===== config.mk =====
export PLATFORM = sky130hd
export DESIGN_NAME = instruction_fetch
export DESIGN_NICKNAME = d
export VERILOG_FILES = /design/src/rtl/instruction_fetch_pkg.sv /design/src/rtl/instruction_fetch.sv
export SDC_FILE = /design/constraint.sdc
export NUM_CORES = 1
export LEC_CHECK = 0
export BUFFER_PORTS_ARGS = -buffer_cell sky130_fd_sc_hd__buf_2
export CAP_MARGIN = 20
export CORE_MARGIN = 3
export CORE_UTILIZATION = 48
export DETAILED_ROUTE_END_ITERATION = 8
export GPL_TIMING_DRIVEN = 0
export HOLD_SLACK_MARGIN = 0.1
export PLACE_DENSITY_LB_ADDON = 0.1
export SYNTH_ARGS = -nofsm -noshare
export SYNTH_HDL_FRONTEND = slang
export SYNTH_SLANG_ARGS = --single-unit

===== constraint.sdc =====
create_clock -name clock -period 3 [get_ports clock]
set_input_delay 0.3 -clock clock [delete_from_list [all_inputs] [get_ports clock]]
set_output_delay 0.3 -clock clock [all_outputs]
set_load 0.01 [all_outputs]

===== src/rtl/instruction_fetch_pkg.sv =====
// Shared definitions for the fetch stage: word type, boot address, NOP encoding
// and the fetch sequencing states.
package instruction_fetch_pkg;

    typedef logic [31:0] word_t;

    localparam word_t BOOT_ADDRESS = 32'h0000_0000;

    // addi x0,x0,0 -- presented to decode whenever a fetch faults
    localparam word_t DEFAULT_NOP = 32'h0000_0013;

    typedef enum logic {
        IDLE = 1'b0,
        WAIT = 1'b1
    } fetch_state_t;

endpackage


===== src/rtl/instruction_fetch.sv =====
// Multi-cycle instruction fetch: one req/ack read per accepted fetch_start, with
// misalignment and timeout faults. All outputs are registered.
module instruction_fetch
    import instruction_fetch_pkg::*;
#(
    parameter int unsigned TIMEOUT_CYCLES  = 255,
    parameter word_t       NOP_INSTRUCTION = DEFAULT_NOP
) (
    input  logic        clock,
    input  logic        reset,
    input  logic        fetch_start,
    input  logic [31:0] instruction_addr,
    output logic        mem_req,
    output logic [31:0] mem_addr,
    input  logic        mem_ack,
    input  logic [31:0] mem_rdata,
    output logic [31:0] instruction,
    output logic        instruction_valid,
    output logic        fetch_done,
    output logic        misaligned_fault,
    output logic        timeout_fault
);

    localparam int unsigned CNT_W = $clog2(TIMEOUT_CYCLES + 1);
    localparam logic [CNT_W-1:0] LAST_COUNT = CNT_W'(TIMEOUT_CYCLES - 1);

    fetch_state_t     state, state_next;
    logic [CNT_W-1:0] count, count_next;
    logic             mem_req_next;
    word_t            mem_addr_next;
    word_t            instruction_next;
    logic             valid_next;
    logic             done_next;
    logic             misaligned_next;
    logic             timeout_next;

    always_ff @(posedge clock) begin
        if (reset) begin
            state             <= IDLE;
            count             <= '0;
            mem_req           <= 1'b0;
            mem_addr          <= '0;
            instruction       <= NOP_INSTRUCTION;
            instruction_valid <= 1'b0;
            fetch_done        <= 1'b0;
            misaligned_fault  <= 1'b0;
            timeout_fault     <= 1'b0;
        end else begin
            state             <= state_next;
            count             <= count_next;
            mem_req           <= mem_req_next;
            mem_addr          <= mem_addr_next;
            instruction       <= instruction_next;
            instruction_valid <= valid_next;
            fetch_done        <= done_next;
            misaligned_fault  <= misaligned_next;
            timeout_fault     <= timeout_next;
        end
    end

    always_comb begin
        state_next       = state;
        count_next       = count;
        mem_req_next     = mem_req;
        mem_addr_next    = mem_addr;
        instruction_next = instruction;
        valid_next       = instruction_valid;
        done_next        = 1'b0;
        misaligned_next  = misaligned_fault;
        timeout_next     = timeout_fault;

        unique case (state)
            IDLE: begin
                if (fetch_start) begin
                    valid_next   = 1'b0;
                    timeout_next = 1'b0;
                    if (instruction_addr[1:0] != 2'b00) begin
                        misaligned_next  = 1'b1;
                        instruction_next = NOP_INSTRUCTION;
                        done_next        = 1'b1;
                    end else begin
                        misaligned_next = 1'b0;
                        mem_req_next    = 1'b1;
                        mem_addr_next   = instruction_addr;
                        count_next      = '0;
                        state_next      = WAIT;
                    end
                end
            end
            WAIT: begin
                // An ack on the final allowed cycle takes priority over the timeout.
                if (mem_ack) begin
                    instruction_next = mem_rdata;
                    valid_next       = 1'b1;
                    done_next        = 1'b1;
                    mem_req_next     = 1'b0;
                    state_next       = IDLE;
                end else if (count == LAST_COUNT) begin
                    timeout_next     = 1'b1;
                    instruction_next = NOP_INSTRUCTION;
                    valid_next       = 1'b0;
                    done_next        = 1'b1;
                    mem_req_next     = 1'b0;
                    state_next       = IDLE;
                end else begin
                    count_next = count + CNT_W'(1);
                end
            end
            default: state_next = IDLE;
        endcase
    end

endmodule


==> results.md, run 1 <==
- The multi-input combinational cells in the finished layout cover a total of 1080 um2.
- In the routed design, unresolved DRC markers number 0.
- The number of standard-cell rows in the floorplan is 26.
- Counting both buffers and inverters, the worst setup path holds a total of 3.
- Across every metal layer, demand over resource in global routing totals 0.2216.
- The core region is 5303 um2.
- The finished cells cover 3690 um2.
- Data on the critical path is required at its endpoint by 3.29 ns.
- Summed over all cells, the static leakage comes to 1.732 nW.
- The aggregate global routing overflow is 0.
- Of the total power, the share spent switching nets is 0.2267.
- After synthesis, the most frequently instantiated cells are dfxtp_1 (78), nand2_1 (62), a21oi_1 (37).
- The clock-pin slew reported for the worst setup and hold paths after clock tree synthesis is 0.07 ns.
- The total setup violations reported at the end of the flow is 0.
- The worst register-to-register path begins at count[0].
- The classification of the worst-slack hold path is in2reg.
- 0 antenna diodes ended up in the layout.
- The worst register-to-register path has a depth of 8.
- Of the total power, the clock network draws 0.376.
- The startpoint of the tightest hold check path is mem_rdata[4].
- The cell type group with the largest total delay on the critical path is compound AO/OA/AOI/OAI gates.
- For the pin with the worst max-slew slack, the measured transition is 0.5088 ns.
- Measured along the y axis, the die boundary spans 81.63 um.
- Detailed placement ended at an HPWL of 5.292 mm.
- The average cell area after synthesis is 9.632 um2.
- In this design, the critical path's most frequently occurring cell is buf_6.
- Across all register-to-register paths, the minimum setup slack is 1.19 ns.
- TritonCTS built the clock tree.
- The synthesized net count is 355.
- Summing all placed instances gives a cell area of 3513 um2.
- The largest single stage delay on the critical path is 0.37 ns.
- The post-route clock period utilization is 0.6036.
- The most common cell in the synthesized netlist is dfxtp_1.
- The share of synthesized registers carrying an async set or reset is 0.
- The max-slew violation count was 0.
- After synthesis, the cell types taking the most area are dfxtp_1 (57%), a22o_1 (9.3%), nand2_1 (8.5%).
- The flow ran to the end, and the final reports show no timing, DRC or antenna violations.
- In this run the clock root is driven by a clkbuf_8.
- STA classifies the critical path startpoint as a register.
- Internal power comes to 1.523 mW.
- The effective utilization at floorplan is 0.5177.
- The critical path start-end classification is reg2reg.
- The final critical-path required period is 1.811 ns.
- The most used flip-flop cell after synthesis is dfxtp_1.
- Along the worst hold path, the cell count comes to 2.
- The worst-case vdd ir drop is 0.0003833 V.
- Setup repair after global routing left no endpoint under its margin.
- The kind of end point of the critical path is a register.
- After clock tree synthesis, the repair step resized 0 gates.
- The hold path endpoint is instruction[4].
- The pre-antenna-repair detailed-routing pass consisted of 4 iterations.
- The relative slew slack is 0.6608.
- Across all layers, the routed design uses 2543 vias.
- Of all nets on the critical path, the largest fanout is 10.
- The first global-routing pass estimated 11.24 mm of wire.
- The total count of hold-check failures in the final report is 0.
- Yosys printed 0 warnings.
- The filler cell count in the final layout is 449.
- The power density over the cells is 533.7 nW/um2.
- The worst register-to-register path ends at instruction[27].
- The final estimated routing congestion in global placement is 0.8320.
- The first routing iteration left 90 violations.
- For the final routed database, the setup TNS stands at 0 ns.
- The buffer count from post-CTS setup fixing is 0.
- The initial antenna violation count is 0.
- At the end of the flow, the number of nets in the layout was 502.
- The number of global-route vias before repair is 2443.
- In this run the cell area of the synthesized design comes to 2745 um2.
- The portion of total power attributed to sequential cells is 0.543.
- Of the post-synthesis cell area, the dominant cell type holds 0.5688.
- In this run the tool buffered the top-level ports with 136 buffer cells.
- Counting every sink on the clock net gives 78.
- In this run, synthesis inferred 0 flip-flops with an integrated enable.
- The floorplan step defined a die boundary enclosing 6663 um2.
- The clock arrives with 0.01067 ns of skew.
- The number of ports placed on the die boundary is 137.
- TritonCTS created 9 clock buffers.
- Relative to the synthesized area, the layout overhead comes to 34.41%.
- The footprint of the flip-flops and latches is 1562 um2.
- The largest net degree at the start of global routing is 12.
- The clock passes through at most 2 buffers.
- After detailed routing, the average wire length per cell comes to 14.04 um.
- Across the run, the number of max-cap violations was 0.
- The slowest stage of the critical path is the dfxtp_1 cell.
- The signal on the critical path passes through inv_1, ha_1, nand3_1, nor2_4, a211oi_2, buf_6, buf_6, a22o_1.
- The highest attainable clock frequency is 552.2 MHz.
- The post-detailed-routing wire length is 7.074 mm.
- The maximum level of the CTS H-tree is 3.
- The via count normalized by instance count is 5.046.
- Of the cells placed in the final design, the portion with a size suffix greater than 1 is 0.3687.
- Synthesis instantiated 38 different standard cells from the library.
- The later pin in the worst-skew pair is clocked with a latency of 0.34 ns.
- Data on the critical path arrives at its endpoint at 2.10 ns.
- In this run the remaining antenna-violating nets after routing total 0.
- For this run, the register share of the synthesized area comes to 0.5688.
- After technology mapping, the gate count stands at 285.
- Buffers inserted to repair hold after CTS numbered 0.
- The die is 81.63 um wide.
- The largest area contributor in the netlist is dfxtp_1.
- The switching power of the nets is 0.4465 mW.
- The synthesis-stage register bit count is 78.
- The combinational cell fraction of total power is 0.081.
-- cells in the final DEF, fill, tap and decap left out, drive strengths merged, types with 3 or more instances in the layout --
| cell type | count |
|---|---|
| dfxtp | 78 |
| clkbuf | 22 |
| nand3 | 7 |
| nor2 | 11 |
| o22a | 3 |
| xor2 | 3 |
| a22o | 29 |
| inv | 4 |
| and3 | 3 |
| o21ai | 4 |
| nand2 | 62 |
| buf | 143 |
| a21oi | 37 |
| o211ai | 3 |
-- state kept, by name, summed over array words and instances (netlist names) --
register and count:
instruction_valid 1, state 1, count 8, mem_addr 32
timeout_fault 1, instruction 32, fetch_done 1, mem_req 1
misaligned_fault 1
-- cell type report --
type                    instances  share of cell area
plain buffers                  18             0.02408
multi-input cells             185              0.2926
inverters                       4            0.004069
clock buffers                  11             0.03832
clock inverters                 2            0.009495
well taps                      70             0.02374
repair buffers                136              0.1845
flip-flops and latches         78              0.4232
-- stage by stage --
step	worst slack, ns	utilization	cells	power [mW]	hold WS [ns]
global route	1.056	0.6958	504	2.050	0.1492
finish	1.189	0.6958	504	1.969	0.1584
CTS	1.168	0.6958	504	1.986	0.1428
global placement	1.263	0.6626	491	1.248	0.4334
detailed placement	1.194	0.6626	491	1.253	0.4401
floorplan	1.427	-	285	1.167	0.4191
-- worst max path at each step --
stage,slack (ns),from,cells after the start,end
after floorplan,1.43,count[0],8,instruction[26]
after global placement,1.26,count[0],8,instruction[3]
after detailed placement,1.19,count[0],8,instruction[26]
after CTS,1.17,count[0],8,instruction[26]
after global routing,1.06,count[0],8,instruction[26]
final,1.19,count[0],8,instruction[27]
-- worst reg2reg max path: stages, from the launching register on --
cell      delay, ns
dfxtp_1        0.37
inv_1          0.09
ha_1           0.22
nand3_1        0.22
nor2_4         0.08
a211oi_2       0.30
buf_6          0.19
buf_6          0.15
a22o_1         0.15
-- per-layer routing --
metal / part of all wire / vias up / global-route usage
met5: 0 / - / 0
met2: 0.51 / 81 / 0.3819
met1: 0.39 / 1164 / 0.2445
met3: 0.090 / 10 / 0.09868
li1: - / 1288 / -
met4: 0.013 / 0 / 0.06977
-- kinds of logic (layout without fill, tap and decap cells) --
| group | Yosys count | after routing | synth area share |
|---|---|---|---|
| compound gates | 84 | 84 | 0.2119 |
| simple gates | 95 | 95 | 0.1586 |
| flops | 78 | 78 | 0.5688 |
| buf+inv | 22 | 171 | 0.03783 |
| xor+xnor | 3 | 3 | 0.009573 |
| mux | 1 | 1 | 0.004102 |
| fa+ha+maj | 2 | 2 | 0.009114 |
-- power groups by stage --
stage               Combinational (mW)  Clock [mW]  Sequential (mW)
CTS                              0.161       0.756             1.07
finish                           0.160       0.740             1.07
global placement                 0.157           0             1.09
floorplan                       0.0633           0             1.10
global route                     0.178       0.800             1.07
detailed placement               0.160           0             1.09
(Power assumes the default switching activity.)
==> inputs of run 2 (changes only) <==
--- a/config.mk
+++ b/config.mk
@@ -8,7 +8,7 @@
 export BUFFER_PORTS_ARGS = -buffer_cell sky130_fd_sc_hd__buf_2
 export CAP_MARGIN = 20
 export CORE_MARGIN = 3
-export CORE_UTILIZATION = 48
+export CORE_UTILIZATION = 45
 export DETAILED_ROUTE_END_ITERATION = 8
 export GPL_TIMING_DRIVEN = 0
 export HOLD_SLACK_MARGIN = 0.1
==> constraint.sdc (replaced) <==
create_clock -name clock -period 1.8 [get_ports clock]
set_input_delay 0.18 -clock clock [delete_from_list [all_inputs] [get_ports clock]]
set_output_delay 0.18 -clock clock [all_outputs]
set_load 0.01 [all_outputs]
==> results.md, run 2 (same netlist as run 1, synthesis figures left out) <==
- The run finished with clean final reports.
- From synthesis to final layout, the design area changed by 59.57%.
- The combinational cell fraction of total power is 0.110.
- The total area inside the core boundary comes to 5709 um2.
- The max-slew violation count is 0.
- The floorplan has 27 rows.
- Wires add up to 8.362 mm.
- For this design the static power due to leakage is 2.019 nW.
- In the final layout, the registers with the most flip-flops are instruction: 32 flops, mem_addr: 32 flops, count: 8 flops.
- For this run, the detailed router's first-pass iteration total came to 4.
- Clock tree synthesis selected as its root buffer the cell clkbuf_8.
- The initial antenna violation count came to 0.
- STA classifies the critical path endpoint as a register.
- The initial utilization of the core area, before any placement, comes to 0.4808.
- The relative slew slack is 0.6551.
- The total setup violations reported at the end of the flow is 0.
- Of the available clock period, the critical path in the final layout requires 0.9389.
- Between clock sinks in the finished design, the worst skew comes to 0.01314 ns.
- At the worst endpoint, the required time is 2.08 ns.
- Buffers inserted during clock tree synthesis total 9.
- The total count of hold-check failures in the final report was 0.
- Of the cells placed in the final design, the portion with a size suffix greater than 1 is 0.3307.
- The switching power of the nets is 0.8049 mW.
- At the pin with the least slew margin, the transition time is 0.5174 ns.
- Setup repair after global routing left no endpoint under its margin.
- The number of ports placed on the die boundary is 137.
- The clock share of power is 0.389.
- The routed design could run at a clock period as short as 1.690 ns.
- The maximum level of the CTS H-tree is 3.
- In this run the vertical extent of the chip is 84.11 um.
- The routed wire length per instance is 14.64 um.
- The worst setup path is launched from a register.
- The count of unresolved DRC violations after routing is 0.
- The detailed placement HPWL is 5.183 mm.
- The min-delay analysis places its worst path in the category in2reg.
- The critical path's slowest cell is dfxtp_1.
- The worst-case vdd ir drop is 0.0005073 V.
- Across the run, the number of max-cap violations was 0.
- The number of nets at the end of the flow is 565.
- The via count normalized by instance count is 5.079.
- The CTS tree is built.
- In this run the remaining antenna-violating nets after routing total 0.
- The internal power is 2.752 mW.
- In this run the worst path has a maximum fanout of 10.
- The clock net sink count is 78.
- The maximum clock path buffer count is 2.
- After clock tree synthesis, the clock-pin slew on the worst setup and hold paths is 0.08 ns.
- The switching part of the total power is 0.2263.
- The number of violations reported at the end of detailed-routing iteration 0 is 108.
- The worst hold margin is 0.2417 ns.
- The area of the die is 7074 um2.
- During placement, the flow inserted port buffers numbering 136.
- The wire length of the first global-routing pass is 13.63 mm.
- The number of global-route vias before repair is 2900.
- The library cell used most frequently in the layout, excluding fill and tap cells, is buf_2.
- Entering global routing, the biggest net connects 14 pins.
- The number of antenna diodes in the final layout is 0.
- Including well taps, the total number of placed cells is 493.
- On the worst path, the slowest cell contributes a delay of 0.38 ns.
- Global routing finished with a remaining overflow of 0.
- The via count of the routed design is 2900.
- Routability-driven placement finished with a final weighted congestion of 0.7927.
- The overall fraction of global-route tracks in use is 0.2372.
- The data arrival time at the worst-slack endpoint is 1.97 ns.
- The critical path start-end classification is reg2reg.
- The share of total power dissipated in sequential elements is 0.501.
- The critical path goes through inv_1, ha_1, nand3_2, nor2_4, a211oi_4, buf_2, a22o_1.
- Timing analysis after detailed placement gives a worst setup slack of -0.01021 ns.
- The library cells used most frequently in the layout, excluding fill and tap cells, are buf_2 (141), dfxtp_1 (78), nand2_1 (62), dlygate4sd3_1 (62), a21oi_1 (37).
- The filler-free cell count of the finished design is 571.
- The power density over the cells is 811.9 nW/um2.
- The worst path meets setup with 0.1100 ns of slack.
- For this run, the top clock speed supported by timing is 591.7 MHz.
- The width of the die is 84.11 um.
- The clock insertion delay at the later pin of the skew report is 0.34 ns.
## run 2: cell types whose count changed in the layout (fill, tap and decap cells not counted), sizes merged
cell         delta
dlygate4sd3    +62
clkinv          +3
clkbuf          -2
buf             +1
bufinv          +1
## run 2: critical path: cells and delay by family, from the launching register on
kind / cells / cell delay (ns)
buffers and inverters: 2 / 0.34
adders and majority gates: 1 / 0.23
AOI/OAI and AO/OA: 2 / 0.46
DFF: 1 / 0.38
and+or+nand+nor: 2 / 0.22
## run 2: final cells by class
type	instances	area, um2
repair buffers	199	1321
clock buffers	9	123.9
well taps	72	90.09
fillers	398	1329
multi-input cells	185	1092
flip-flops and latches	78	1562
plain buffers	18	88.84
inverters	4	15.01
clock inverters	6	87.58
## run 2: final timing paths
kind,end,from,cells after the start,slack (ns)
min reg2reg,misaligned_fault,misaligned_fault,2,0.44
min,mem_req,mem_ack,3,0.24
max,instruction[19],count[0],7,0.11
max reg2reg,instruction[19],count[0],7,0.11
## run 2: timing repair
| action | in CTS | in global routing |
|---|---|---|
| endpoints found under the hold margin | 62 | 0 |
| setup buffers | 0 | 1 |
| resized for setup | 1 | 1 |
| hold buffers | 62 | 0 |
| endpoints found under the setup margin | 7 | 19 |
## run 2: metal layers
metal / GRT usage / share of wire
met1: 0.2739 / 0.39
met2: 0.4046 / 0.50
met3: 0.06318 / 0.069
met4: 0.1155 / 0.034
met5: 0 / 0
## run 2: through the flow
stage	utilization	TNS (ns)	power (mW)	cell area, um2
floorplan	-	0	1.944	2745
global placement	0.6158	0	2.083	3516
detailed placement	0.6158	-0.01021	2.088	3516
CTS	0.7624	0	3.567	4353
global route	0.7673	0	3.714	4380
finish	0.7673	0	3.556	4380
## run 2: power by group through the flow
stage          clock network, mW  registers [mW]  logic [mW]
2_1_floorplan                  0            1.84       0.106
3_3_place_gp                   0            1.82       0.264
3_5_place_dp                   0            1.82       0.267
4_1_cts                     1.41            1.78       0.371
5_1_grt                     1.50            1.79       0.426
6_report                    1.39            1.78       0.390
==> inputs of run 3 (changes only) <==
--- a/config.mk
+++ b/config.mk
@@ -8,7 +8,8 @@
 export BUFFER_PORTS_ARGS = -buffer_cell sky130_fd_sc_hd__buf_2
 export CAP_MARGIN = 20
 export CORE_MARGIN = 3
-export CORE_UTILIZATION = 45
+export CORE_UTILIZATION = 47
+export CTS_BUF_LIST = sky130_fd_sc_hd__clkbuf_8
 export DETAILED_ROUTE_END_ITERATION = 8
 export GPL_TIMING_DRIVEN = 0
 export HOLD_SLACK_MARGIN = 0.1
==> results.md, run 3 (same netlist as run 1, synthesis figures left out) <==
- The clock skew is 0.009773 ns.
- The number of standard-cell rows in the floorplan is 27.
- The kind of start point of the critical path is a register.
- The run finished with clean final reports.
- The filler-free cell count of the finished design is 574.
- Leaving out fill and tap cells, the most frequent cells in the layout are buf_2 (140), dfxtp_1 (78), nand2_1 (62), dlygate4sd3_1 (62), a21oi_1 (37).
- During placement, the flow inserted port buffers numbering 136.
- The critical path's slowest cell is dfxtp_1.
- The largest fanout on the critical path is 10.
- The largest net degree at the start of global routing is 14.
- After detailed routing, the met3 layer carries 720 um of wire.
- The later pin in the worst-skew pair is clocked with a latency of 0.34 ns.
- In this run the deepest clock path goes through 2 buffers.
- The effective utilization at floorplan is 0.4925.
- The first TritonRoute pass finished after 4 iterations.
- The wire length on met2 is 4.455 mm.
- The smallest clock period supported by the final layout is computed as 1.716 ns.
- For this design the top-level I/O count stands at 137.
- The share of final-layout standard cells stronger than drive strength 1 is 0.3347.
- The via count normalized by instance count is 5.181.
- The analysis attributes to cell leakage a power of 2.044 nW.
- The total count of hold-check failures in the final report is 0.
- The post-route clock period utilization is 0.9535.
- The overall fraction of global-route tracks in use is 0.2552.
- The wire length of the first global-routing pass is 13.27 mm.
- The biggest cell delay along the critical path is 0.38 ns.
- The setup TNS is 0 ns.
- The cell sitting at the root of the clock tree is a clkbuf_8.
- The worst hold path belongs to the class in2reg.
- For this block, wires on met1 add up to 3.495 mm.
- The critical path goes through inv_1, ha_1, nand3_4, nor2_4, a211oi_4, buf_6, buf_6, a22o_1.
- The critical path start-end classification is reg2reg.
- The number of global-route vias before repair was 2828.
- The relative slew slack is 0.6252.
- Wires add up to 8.848 mm.
- The CTS tree is built.
- The width of the die is 82.43 um.
- The area of the die is 6794 um2.
- The power density over the cells is 848.4 nW/um2.
- Dividing the detail-routed wire length by the instance count gives 15.41 um.
- The number of violations reported at the end of detailed-routing iteration 0 is 146.
- The repair_antennas step left the layout with diodes totalling 0.
- The highest metal layer used by the detailed router is met4.
- The number of nets at the end of the flow is 567.
- The count of nets left with antenna violations once routing finished came out at 0.
- The aggregate global routing overflow is 0.
- Setup repair after global routing left no endpoint under its margin.
- In this run the vertical extent of the chip is 82.43 um.
- Once placement completed, the tool counted placed cells totaling 493.
- The total setup violations reported at the end of the flow is 0.
- The via count of the routed design is 2974.
- The highest attainable clock frequency is 582.6 MHz.
- The clock tree synthesis step divided the H-tree into 3 levels.
- The clock-pin slew reported for the worst setup and hold paths after clock tree synthesis is 0.07 ns.
- The initial antenna violation count is 0.
- The placeable core region is 5574 um2.
- The kind of end point of the critical path is a register.
- The number of buffers created by CTS is 9.
- After detailed routing, the number of remaining DRC violations is 0.
- The relative area change from synthesis to final layout is 61.39%.
- The number of cells on the worst hold path is 3.
- The transition at the pin with the smallest max-transition slack is 0.5622 ns.
- The max-slew violation count was 0.
- Counting cells, the worst reg-to-reg path comes to 8.
- The detailed placement HPWL is 5.085 mm.
- VDD sags by at most 0.0006701 V.
- For the worst setup path, the data arrival time is 2.00 ns.
- The number of maximum-capacitance constraint violations is 0.
- The required time of the critical path is 2.08 ns.
- At the end of routability-driven placement, the weighted congestion stood at 0.8188.
- The most frequent cell on the critical path is buf_6.
- The largest registers in the layout are instruction: 32 flops, mem_addr: 32 flops, count: 8 flops.
- Counting every sink on the clock net gives 78.
- The library cell used most frequently in the layout, excluding fill and tap cells, is buf_2.
## run 3: worst paths after layout
kind                          from               end  slack (ns)
setup / recovery          count[0]    instruction[7]        0.08
hold / removal             mem_ack           mem_req        0.25
setup reg to reg          count[0]    instruction[7]        0.08
hold reg to reg   misaligned_fault  misaligned_fault        0.45
## run 3: area by class of cell
class / instances / area [um2]
Clock inverter: 6 / 110.1
Tap cell: 72 / 90.09
Fill cell: 373 / 1144
Sequential cell: 78 / 1562
Clock buffer: 10 / 137.6
Inverter: 4 / 15.01
Buffer: 18 / 92.59
Multi-Input combinational cell: 185 / 1100
Timing Repair Buffer: 201 / 1324
## run 3: metal layers
layer  up-vias  global-route usage
met5         -                   0
met4         0              0.1096
met3        20             0.09978
met2       131              0.4143
met1      1401              0.2983
li1       1422                   -
## run 3: through the flow
stage / hold slack (ns) / worst slack, ns / total power [mW] / utilization / area [um2]
floorplan: 0.2991 / 0.2272 / 1.944 / - / 2745
global placement: 0.3829 / 0.02986 / 2.082 / 0.6308 / 3516
detailed placement: 0.3928 / 0.02164 / 2.088 / 0.6308 / 3516
CTS: 0.2274 / 0.08170 / 3.756 / 0.7874 / 4389
global route: 0.2484 / 0.006362 / 3.886 / 0.7948 / 4431
finish: 0.2463 / 0.08363 / 3.759 / 0.7948 / 4431
## run 3: worst max-delay path, delay by kind of cell (launching register included)
family                     cells  cell delay (ns)
and+or+nand+nor                2             0.21
buffers and inverters          3             0.40
DFF                            1             0.38
adders and majority gates      1             0.25
AOI/OAI and AO/OA              2             0.42
## run 3: power breakdown
group	internal (mW)	switching (mW)
Combinational	0.215	0.180
Clock	0.956	0.625
Sequential	1.76	0.0203
## run 3: timing repair
item                                    CTS  global route
pin swaps                                 0             1
resized for setup                         1             6
hold buffers                             62             0
hold endpoints to repair                 62             0
endpoints found under the setup margin    4            20
setup buffers                             0             3
